## src/rtl/rtc_pkg.sv

```systemverilog
// rtl/rtc_pkg.sv - shared constants, address table and state encoding for the RTC reader
package rtc_pkg;

  localparam int         N_TRANS   = 10;
  localparam logic [3:0] LAST_IDX  = 4'(N_TRANS - 1);
  localparam logic [7:0] CMD_LATCH = 8'hF0;

  localparam logic [7:0] ADDR_SREL  = 8'h21;
  localparam logic [7:0] ADDR_MREL  = 8'h22;
  localparam logic [7:0] ADDR_HREL  = 8'h23;
  localparam logic [7:0] ADDR_DIA   = 8'h24;
  localparam logic [7:0] ADDR_MES   = 8'h25;
  localparam logic [7:0] ADDR_ANIO  = 8'h26;
  localparam logic [7:0] ADDR_HCRON = 8'h41;
  localparam logic [7:0] ADDR_MCRON = 8'h42;
  localparam logic [7:0] ADDR_SCRON = 8'h43;

  typedef enum logic [2:0] {
    ST_IDLE,
    ST_ADDR,
    ST_GAP1,
    ST_DATA,
    ST_GAP2,
    ST_DONE
  } state_t;

  // Index 0 is the shadow-latch command; 1..9 are the register reads in display order.
  function automatic logic [7:0] addr_of(input logic [3:0] idx);
    logic [7:0] a;
    a = CMD_LATCH;
    case (idx)
      4'd1:    a = ADDR_SREL;
      4'd2:    a = ADDR_MREL;
      4'd3:    a = ADDR_HREL;
      4'd4:    a = ADDR_DIA;
      4'd5:    a = ADDR_MES;
      4'd6:    a = ADDR_ANIO;
      4'd7:    a = ADDR_HCRON;
      4'd8:    a = ADDR_MCRON;
      4'd9:    a = ADDR_SCRON;
      default: a = CMD_LATCH;
    endcase
    return a;
  endfunction

endpackage

```

## src/rtl/rtc_bus_fase.sv

```systemverilog
// rtl/rtc_bus_fase.sv - per-phase strobe decode and T_PH phase counter for the RTC bus
module rtc_bus_fase
  import rtc_pkg::*;
#(
  parameter int T_PH = 10
) (
  input  logic       clk,
  input  logic       reset,
  input  state_t     state_i,
  input  logic       wr_data_i,
  input  logic [7:0] addr_i,
  output logic       last_o,
  output logic       cs_n_o,
  output logic       rd_n_o,
  output logic       wr_n_o,
  output logic       a_d_o,
  output logic       ad_oe_o,
  output logic [7:0] ad_out_o
);

  localparam logic [7:0] CNT_LAST = 8'(T_PH - 1);

  logic [7:0] cnt_q, cnt_d;
  logic       active;

  assign active = (state_i == ST_ADDR) || (state_i == ST_GAP1) ||
                  (state_i == ST_DATA) || (state_i == ST_GAP2);

  // All four bus phases share one length, so the counter simply wraps.
  always_comb begin
    cnt_d = cnt_q + 8'd1;
    if (!active || (cnt_q == CNT_LAST)) begin
      cnt_d = '0;
    end
  end

  always_ff @(posedge clk) begin
    if (reset) begin
      cnt_q <= '0;
    end else begin
      cnt_q <= cnt_d;
    end
  end

  assign last_o = active && (cnt_q == CNT_LAST);

  always_comb begin
    cs_n_o   = 1'b1;
    rd_n_o   = 1'b1;
    wr_n_o   = 1'b1;
    a_d_o    = 1'b1;
    ad_oe_o  = 1'b0;
    ad_out_o = 8'h00;
    case (state_i)
      ST_ADDR: begin
        cs_n_o   = 1'b0;
        a_d_o    = 1'b0;
        wr_n_o   = 1'b0;
        ad_oe_o  = 1'b1;
        ad_out_o = addr_i;
      end
      ST_DATA: begin
        cs_n_o = 1'b0;
        if (wr_data_i) begin
          wr_n_o  = 1'b0;
          ad_oe_o = 1'b1;
        end else begin
          rd_n_o = 1'b0;
        end
      end
      default: begin
        cs_n_o = 1'b1;
      end
    endcase
  end

endmodule

```

## src/rtl/rtc_lectura.sv

```systemverilog
// rtl/rtc_lectura.sv - sequences the latch command plus nine RTC register reads
// and publishes the whole clock/date/timer set in one cycle.
module rtc_lectura
  import rtc_pkg::*;
#(
  parameter int T_PH = 10
) (
  input  logic       clk,
  input  logic       reset,
  input  logic       start,
  input  logic [7:0] ad_in,
  output logic [7:0] ad_out,
  output logic       ad_oe,
  output logic       cs_n,
  output logic       rd_n,
  output logic       wr_n,
  output logic       a_d,
  output logic       busy,
  output logic       done,
  output logic [7:0] SREL,
  output logic [7:0] MREL,
  output logic [7:0] HREL,
  output logic [7:0] DIA,
  output logic [7:0] MES,
  output logic [7:0] ANIO,
  output logic [7:0] SCRON,
  output logic [7:0] MCRON,
  output logic [7:0] HCRON
);

  state_t     state_q, state_d;
  logic [3:0] idx_q, idx_d;
  logic       last;
  logic       capture;
  logic       load;
  logic [7:0] shadow_q [1:9];
  logic [7:0] out_q    [1:9];

  rtc_bus_fase #(
    .T_PH(T_PH)
  ) u_bus (
    .clk      (clk),
    .reset    (reset),
    .state_i  (state_q),
    .wr_data_i(idx_q == 4'd0),
    .addr_i   (addr_of(idx_q)),
    .last_o   (last),
    .cs_n_o   (cs_n),
    .rd_n_o   (rd_n),
    .wr_n_o   (wr_n),
    .a_d_o    (a_d),
    .ad_oe_o  (ad_oe),
    .ad_out_o (ad_out)
  );

  always_ff @(posedge clk) begin
    if (reset) begin
      state_q <= ST_IDLE;
      idx_q   <= '0;
    end else begin
      state_q <= state_d;
      idx_q   <= idx_d;
    end
  end

  always_comb begin
    state_d = state_q;
    idx_d   = idx_q;
    case (state_q)
      ST_IDLE: begin
        if (start) begin
          state_d = ST_ADDR;
          idx_d   = '0;
        end
      end
      ST_ADDR: if (last) state_d = ST_GAP1;
      ST_GAP1: if (last) state_d = ST_DATA;
      ST_DATA: if (last) state_d = ST_GAP2;
      ST_GAP2: begin
        if (last) begin
          if (idx_q == LAST_IDX) begin
            state_d = ST_DONE;
          end else begin
            state_d = ST_ADDR;
            idx_d   = idx_q + 4'd1;
          end
        end
      end
      ST_DONE: state_d = ST_IDLE;
      default: state_d = ST_IDLE;
    endcase
  end

  // Outputs load on the edge into DONE so the full set is already valid during the done pulse.
  always_comb begin
    busy    = (state_q != ST_IDLE);
    done    = (state_q == ST_DONE);
    capture = (state_q == ST_DATA) && last && (idx_q != 4'd0);
    load    = (state_q == ST_GAP2) && last && (idx_q == LAST_IDX);
  end

  always_ff @(posedge clk) begin
    if (reset) begin
      for (int i = 1; i <= 9; i++) begin
        shadow_q[i] <= '0;
        out_q[i]    <= '0;
      end
    end else begin
      if (capture) begin
        shadow_q[idx_q] <= ad_in;
      end
      if (load) begin
        for (int i = 1; i <= 9; i++) begin
          out_q[i] <= shadow_q[i];
        end
      end
    end
  end

  assign SREL  = out_q[1];
  assign MREL  = out_q[2];
  assign HREL  = out_q[3];
  assign DIA   = out_q[4];
  assign MES   = out_q[5];
  assign ANIO  = out_q[6];
  assign HCRON = out_q[7];
  assign MCRON = out_q[8];
  assign SCRON = out_q[9];

endmodule

```

## config.mk

```make
export PLATFORM = sky130hd
export DESIGN_NAME = rtc_lectura
export DESIGN_NICKNAME = d
export VERILOG_FILES = /design/src/rtl/rtc_pkg.sv /design/src/rtl/rtc_bus_fase.sv /design/src/rtl/rtc_lectura.sv
export SDC_FILE = /design/constraint.sdc
export NUM_CORES = 1
export LEC_CHECK = 0
export BUFFER_PORTS_ARGS = -buffer_cell sky130_fd_sc_hd__buf_2
export CAP_MARGIN = 20
export CORE_MARGIN = 8
export CORE_UTILIZATION = 40
export DETAILED_ROUTE_END_ITERATION = 16
export PLACE_DENSITY = 0.66
export SLEW_MARGIN = 20
export SYNTH_ARGS = -nofsm -noshare
export SYNTH_HDL_FRONTEND = slang
export SYNTH_HIERARCHICAL = 1
export SYNTH_SLANG_ARGS = --single-unit
```

## constraint.sdc

```tcl
create_clock -name clk -period 5.8 [get_ports clk]
set_input_delay 0.58 -clock clk [delete_from_list [all_inputs] [get_ports clk]]
set_output_delay 0.58 -clock clk [all_outputs]
set_load 0.1 [all_outputs]
```

### After elaboration in Yosys (flattened, before gate mapping)

Memory sizes are Yosys's and may differ from the RTL's. A register that Yosys moved wholly into a read port is not among the register bits.
Cells that the tools add are included.

* add/subtract/negate cells: 2
* eq/ne operators: 13
* muxes and demuxes: 41
* bitwise logic cells: 9
* reduce and logical (&&, ||, !) cells: 20

Operators with widths (number)
* 8-bit 2-to-1 mux: 11
* 4-bit 2-to-1 mux: 6
* 3-bit 2-to-1 mux: 6
* 3-bit case mux with 5 select lines: 1
* 1-bit 2-to-1 mux: 14
* 2-bit inequality test (second input constant): 6
* 1-bit OR: 9
* 8-bit by 1-bit adder with 8-bit output (second input constant): 1
* 8-bit by 4-bit equality test with 1-bit output (second input constant): 1
* 4-bit case mux with 2 select lines: 1
* 8-bit OR reduction: 1
* 3-bit by 2-bit equality test with 1-bit output (second input constant): 2
* 3-bit equality test (second input constant): 2
* 1-bit logical AND: 5
* 5-bit AND reduction: 1
* 4-bit by 1-bit adder with 4-bit output (second input constant): 1
* 4-bit equality test (second input constant): 1
* 4-bit zero test: 1
* 1-bit logical OR: 4
* 1-bit case mux with 2 select lines: 2
* 4-bit AND reduction: 1
* 4-bit nonzero test: 1
* 2-bit OR reduction: 2
* 3-bit by 1-bit equality test with 1-bit output (second input constant): 1
* 4 further kinds: 4

* register bits after elaboration: 15
* memory bits (writable): 144
* memory bits (read-only): 112
* input port bits: 11
* output and inout bits: 87
* word-level logic and storage cells: 91
* memories: 3

Memory list
* (name not given): words 16, bits a word 7, read ports 1, clocked after Yosys merged registers in 1, write ports 0, line rtc_pkg.sv:31 `case (idx)`
* out_q: words 9, bits a word 8, read ports 9, clocked after Yosys merged registers in 0, write ports 9, line rtc_lectura.sv:37 `logic [7:0] out_q [1:9];`
* shadow_q: words 9, bits a word 8, read ports 9, clocked after Yosys merged registers in 0, write ports 9, line rtc_lectura.sv:36 `logic [7:0] shadow_q [1:9];`

### Depth between registers and ports, before layout

* depth in word-level cells: 12
* depth in mapped cells: 12
* depth with buffers taken out: 10

### Hierarchy

Netlist, hierarchy kept.

By module, submodules not included
* rtc_lectura: instances 1, cells each 408, area each 6229.7 um^2, seq. area each 4584.4 um^2
* rtc_bus_fase: instances 1, cells each 57, area each 478.0 um^2, seq. area each 160.2 um^2

### Worst setup path before layout

No wires, ideal clock.

* path type: reg2out
* start: register state_q[2]
* end: output port wr_n
* arrival time: 3513 ps
* data required time: 5220 ps
* slack: 1707 ps
* stages on the path, launching flop included: 4
* path buffers: 0
* cell sequence: dfxtp_1 > nand2b_1 > nor2_1 > inv_1

* longest elaborated chain between the ends: 2
* elaborated cells between the ends (all ways): 3
* those cells by class: eq/ne (2); mux (1)

Ends and longest elaborated chain
* start: declaration: line rtc_lectura.sv:31 `state_t state_q, state_d;`
* start signal: assignment: line rtc_lectura.sv:61 `state_q <= state_d;`
* 3-bit by 2-bit equality test with 1-bit output / 3-bit by 1-bit equality test with 1-bit output (equally long branches): line rtc_bus_fase.sv:54 `case (state_i)`
* 1-bit case mux with 2 select lines *: line rtc_bus_fase.sv:54
* end: declaration: line rtc_lectura.sv:16 `output logic wr_n,`

Mark *: on every way between the ends. The rest lies on a longest branch, timed or not.

==> flow_metrics.tcl <==
set metrics [dict create \
    switchingPower_w 0.000723 \
    relSlewSlack_pct 36.0 \
    crit_chain "ha_1, nor4b_1, and3_1, and3_1, nor4b_2, nor4b_4, a21o_1" \
    clkTransAtPathRegs_ps 60 \
    die_w_um 145 \
    crit_family "simple AND/OR/NAND/NOR gates" \
    core_mm2 0.0165 \
    grt.overflow.total 0 \
    final_antenna_net_count 0 \
    area_growth_pct 19.5 \
    postCtsHoldBufs 0 \
    nets 572 \
    power_frac_comb_pct 11.6 \
    crit_buf_inv 0 \
    vias_per_cell 4.85 \
    arrival_ps 3640 \
    slew_violations 0 \
    start_util_pct 40.7 \
    dr.pass1.iters 4 \
    pwr-share-seq_pct 47.7 \
    place_hpwl_mm 8.81 \
    slowest_delay_ps 830 \
    cts_sinks 165 \
    syn_nets 482 \
    switching_share_pct 25.6 \
    htree_levels 4 \
    fmax_mhz 281 \
    async_flop_share_pct 0 \
    rsz0062_at_grt "false" \
    power_leakage_nw 3.26 \
    final_cell_mix "edfxtp_1, and2_1, buf_2" \
    drt_iter0_markers 213 \
    netlist_area_mm2 0.00671 \
    setup_slack_ps 2240 \
    cts_inserted_buffers 17 \
    setup_viol 0 \
    vias 3819 \
    synth_area_per_cell_um2 14.4 \
    cp-start-kind "register" \
    ctsResizeCount 0 \
    portBuffers 96 \
    power.density_mw_per_mm2 353 \
    status "completed" \
    post_cts_buffers 0 \
    yosys_warnings 6 \
    maxCapViolCount 0 \
    synth_cells 465 \
    crit_top_cell "and3_1" \
    ys_types 56 \
    io_pins 98 \
    finalSetupTns_ps 0 \
    yosysSeqAreaShare_pct 70.7 \
    place_ws_ps 2240 \
    slowest_stage "nor4b_4" \
    ir_drop_mv 0.221 \
    required_ps 5880 \
    post-route-min-period_ps 3560 \
    cp-end-kind "register" \
    antenna_found_initial 0 \
    n_antenna_cell 0 \
    pwr-share-clk_pct 40.7 \
    period_share_pct 61.4 \
    route.detailed.drc 0 \
    clock_skew_ps 16.0 \
    finish.utilization_pct 48.7 \
    clk_latency_ps 420 \
    die_h_um 145 \
    avgRoutedWirePerCell_um 16.2 \
    synth-edff-count 144 \
    cts_tree "yes" \
    reg2reg_slack_ps 2240 \
    dieArea_mm2 0.0212 \
    finalHoldViolCount 0 \
    path_class "reg2reg" \
    p_int_w 0.00210 \
    grt_pass1_wl_mm 20.5 \
    clk_path_buf_depth 2 \
    synthFlopType "edfxtp_1" \
    grt_max_degree 73 \
    hold_class "reg2reg" \
    grt_pass1_vias 3834 \
    worstMarginPinSlew_ps 966 \
    drive_gt1_share_pct 26.8 \
    gp_congestion 0.707 \
    cp_max_fo 27 \
    layout_commonest_cell "edfxtp_1" \
    rows 47 \
    cts-root-buf "clkbuf_16" \
    grt_util_all_layers_pct 12.3 \
    routed_wl_mm 12.8 \
    synth_seq_cells 165 \
]
==> worst register-to-register path, stage by stage (launching register included) <==
cell,delay (ps)
dfxtp_1,430
ha_1,170
nor4b_1,210
and3_1,390
and3_1,400
nor4b_2,380
nor4b_4,830
a21o_1,420
==> path summary, 6_finish.rpt <==
check	from	end	cells past startpoint
worst min register to register	shadow_q[8][3]$_SDFFCE_PN0P_	out_q[0][59]$_SDFFCE_PN0P_	1
worst max-delay path	u_bus/cnt_q[0]$_SDFF_PP0_	shadow_q[3][0]$_SDFFCE_PN0P_	7
worst max register to register	u_bus/cnt_q[0]$_SDFF_PP0_	shadow_q[3][0]$_SDFFCE_PN0P_	7
worst min-delay path	shadow_q[8][3]$_SDFFCE_PN0P_	out_q[0][59]$_SDFFCE_PN0P_	1
==> layout make-up <==
cell class	count	area (µm²)
timing repair buffer	98	495
multi-input combinational	265	1820
sequential	165	4740
clock inverter	4	20.0
clock buffer	28	624
fill	1453	8450
inverter	8	30.0
tap	220	275
==> cells in the mapped netlist (2+ instances only) <==
cell	number	area, µm²
nand2b_1	4	25.0
a211oi_2	2	25.0
nor4b_1	3	26.3
buf_2	4	20.0
nor2_1	10	37.5
inv_1	7	26.3
xnor2_1	2	17.5
nand3_1	2	10.0
or3_1	5	31.3
and2_1	98	613
nor3_1	9	45.0
a21o_1	8	60.1
and3_1	61	382
nand3_2	2	20.0
edfxtp_1	144	4320
or2_2	4	25.0
a21oi_1	2	10.0
nor4b_2	2	30.0
dfxtp_1	21	420
nand2_1	5	18.8
ha_1	6	75.1
clkbuf_1	21	78.8
xor2_1	2	17.5
mux2i_1	3	30.0
a31oi_1	2	12.5
o21ai_0	6	30.0
==> stage by stage <==
step | total power (W) | cells | area, µm² | hold slack (ps)
2_1_floorplan | 0.00165 | 465 | 6710 | 471
3_3_place_gp | 0.00170 | 756 | 7370 | 496
3_5_place_dp | 0.00171 | 756 | 7370 | 507
4_1_cts | 0.00285 | 788 | 8010 | 521
5_1_grt | 0.00291 | 788 | 8010 | 535
6_report | 0.00283 | 788 | 8010 | 519
==> cell families after synthesis <==
| group | synth area share [%] |
|---|---|
| xor gates and xnor gates | 0.522 |
| other | 0.0559 |
| muxes | 0.839 |
| buffers and inverters | 2.24 |
| and+or+nand+nor | 21.3 |
| adders and majority gates | 1.12 |
| AOI/OAI and AO/OA | 3.21 |
| DFF | 70.7 |
==> flip-flops by register name (all words and copies together) (netlist names), named ones only <==
register,flops
idx_q,4
out_q,72
shadow_q,72
state_q,3
u_bus/cnt_q,8
==> routing by layer <==
metal | wire (µm) | global-route usage, % | vias to the layer above
li1 | - | - | 1860
met1 | 5840 | 14.8 | 1846
met2 | 6000 | 19.6 | 95
met3 | 718 | 4.23 | 18
met4 | 219 | 5.88 | 0
met5 | 0 | 0 | -
==> power by group through the flow <==
stage | Clock (W) | Combinational, W | Sequential (W)
2_1_floorplan | 0 | 0.0000793 | 0.00157
3_3_place_gp | 0 | 0.000329 | 0.00137
3_5_place_dp | 0 | 0.000331 | 0.00137
4_1_cts | 0.00117 | 0.000331 | 0.00135
5_1_grt | 0.00122 | 0.000337 | 0.00135
6_report | 0.00115 | 0.000328 | 0.00135
No activity file was read; power rests on OpenSTA's default activity.
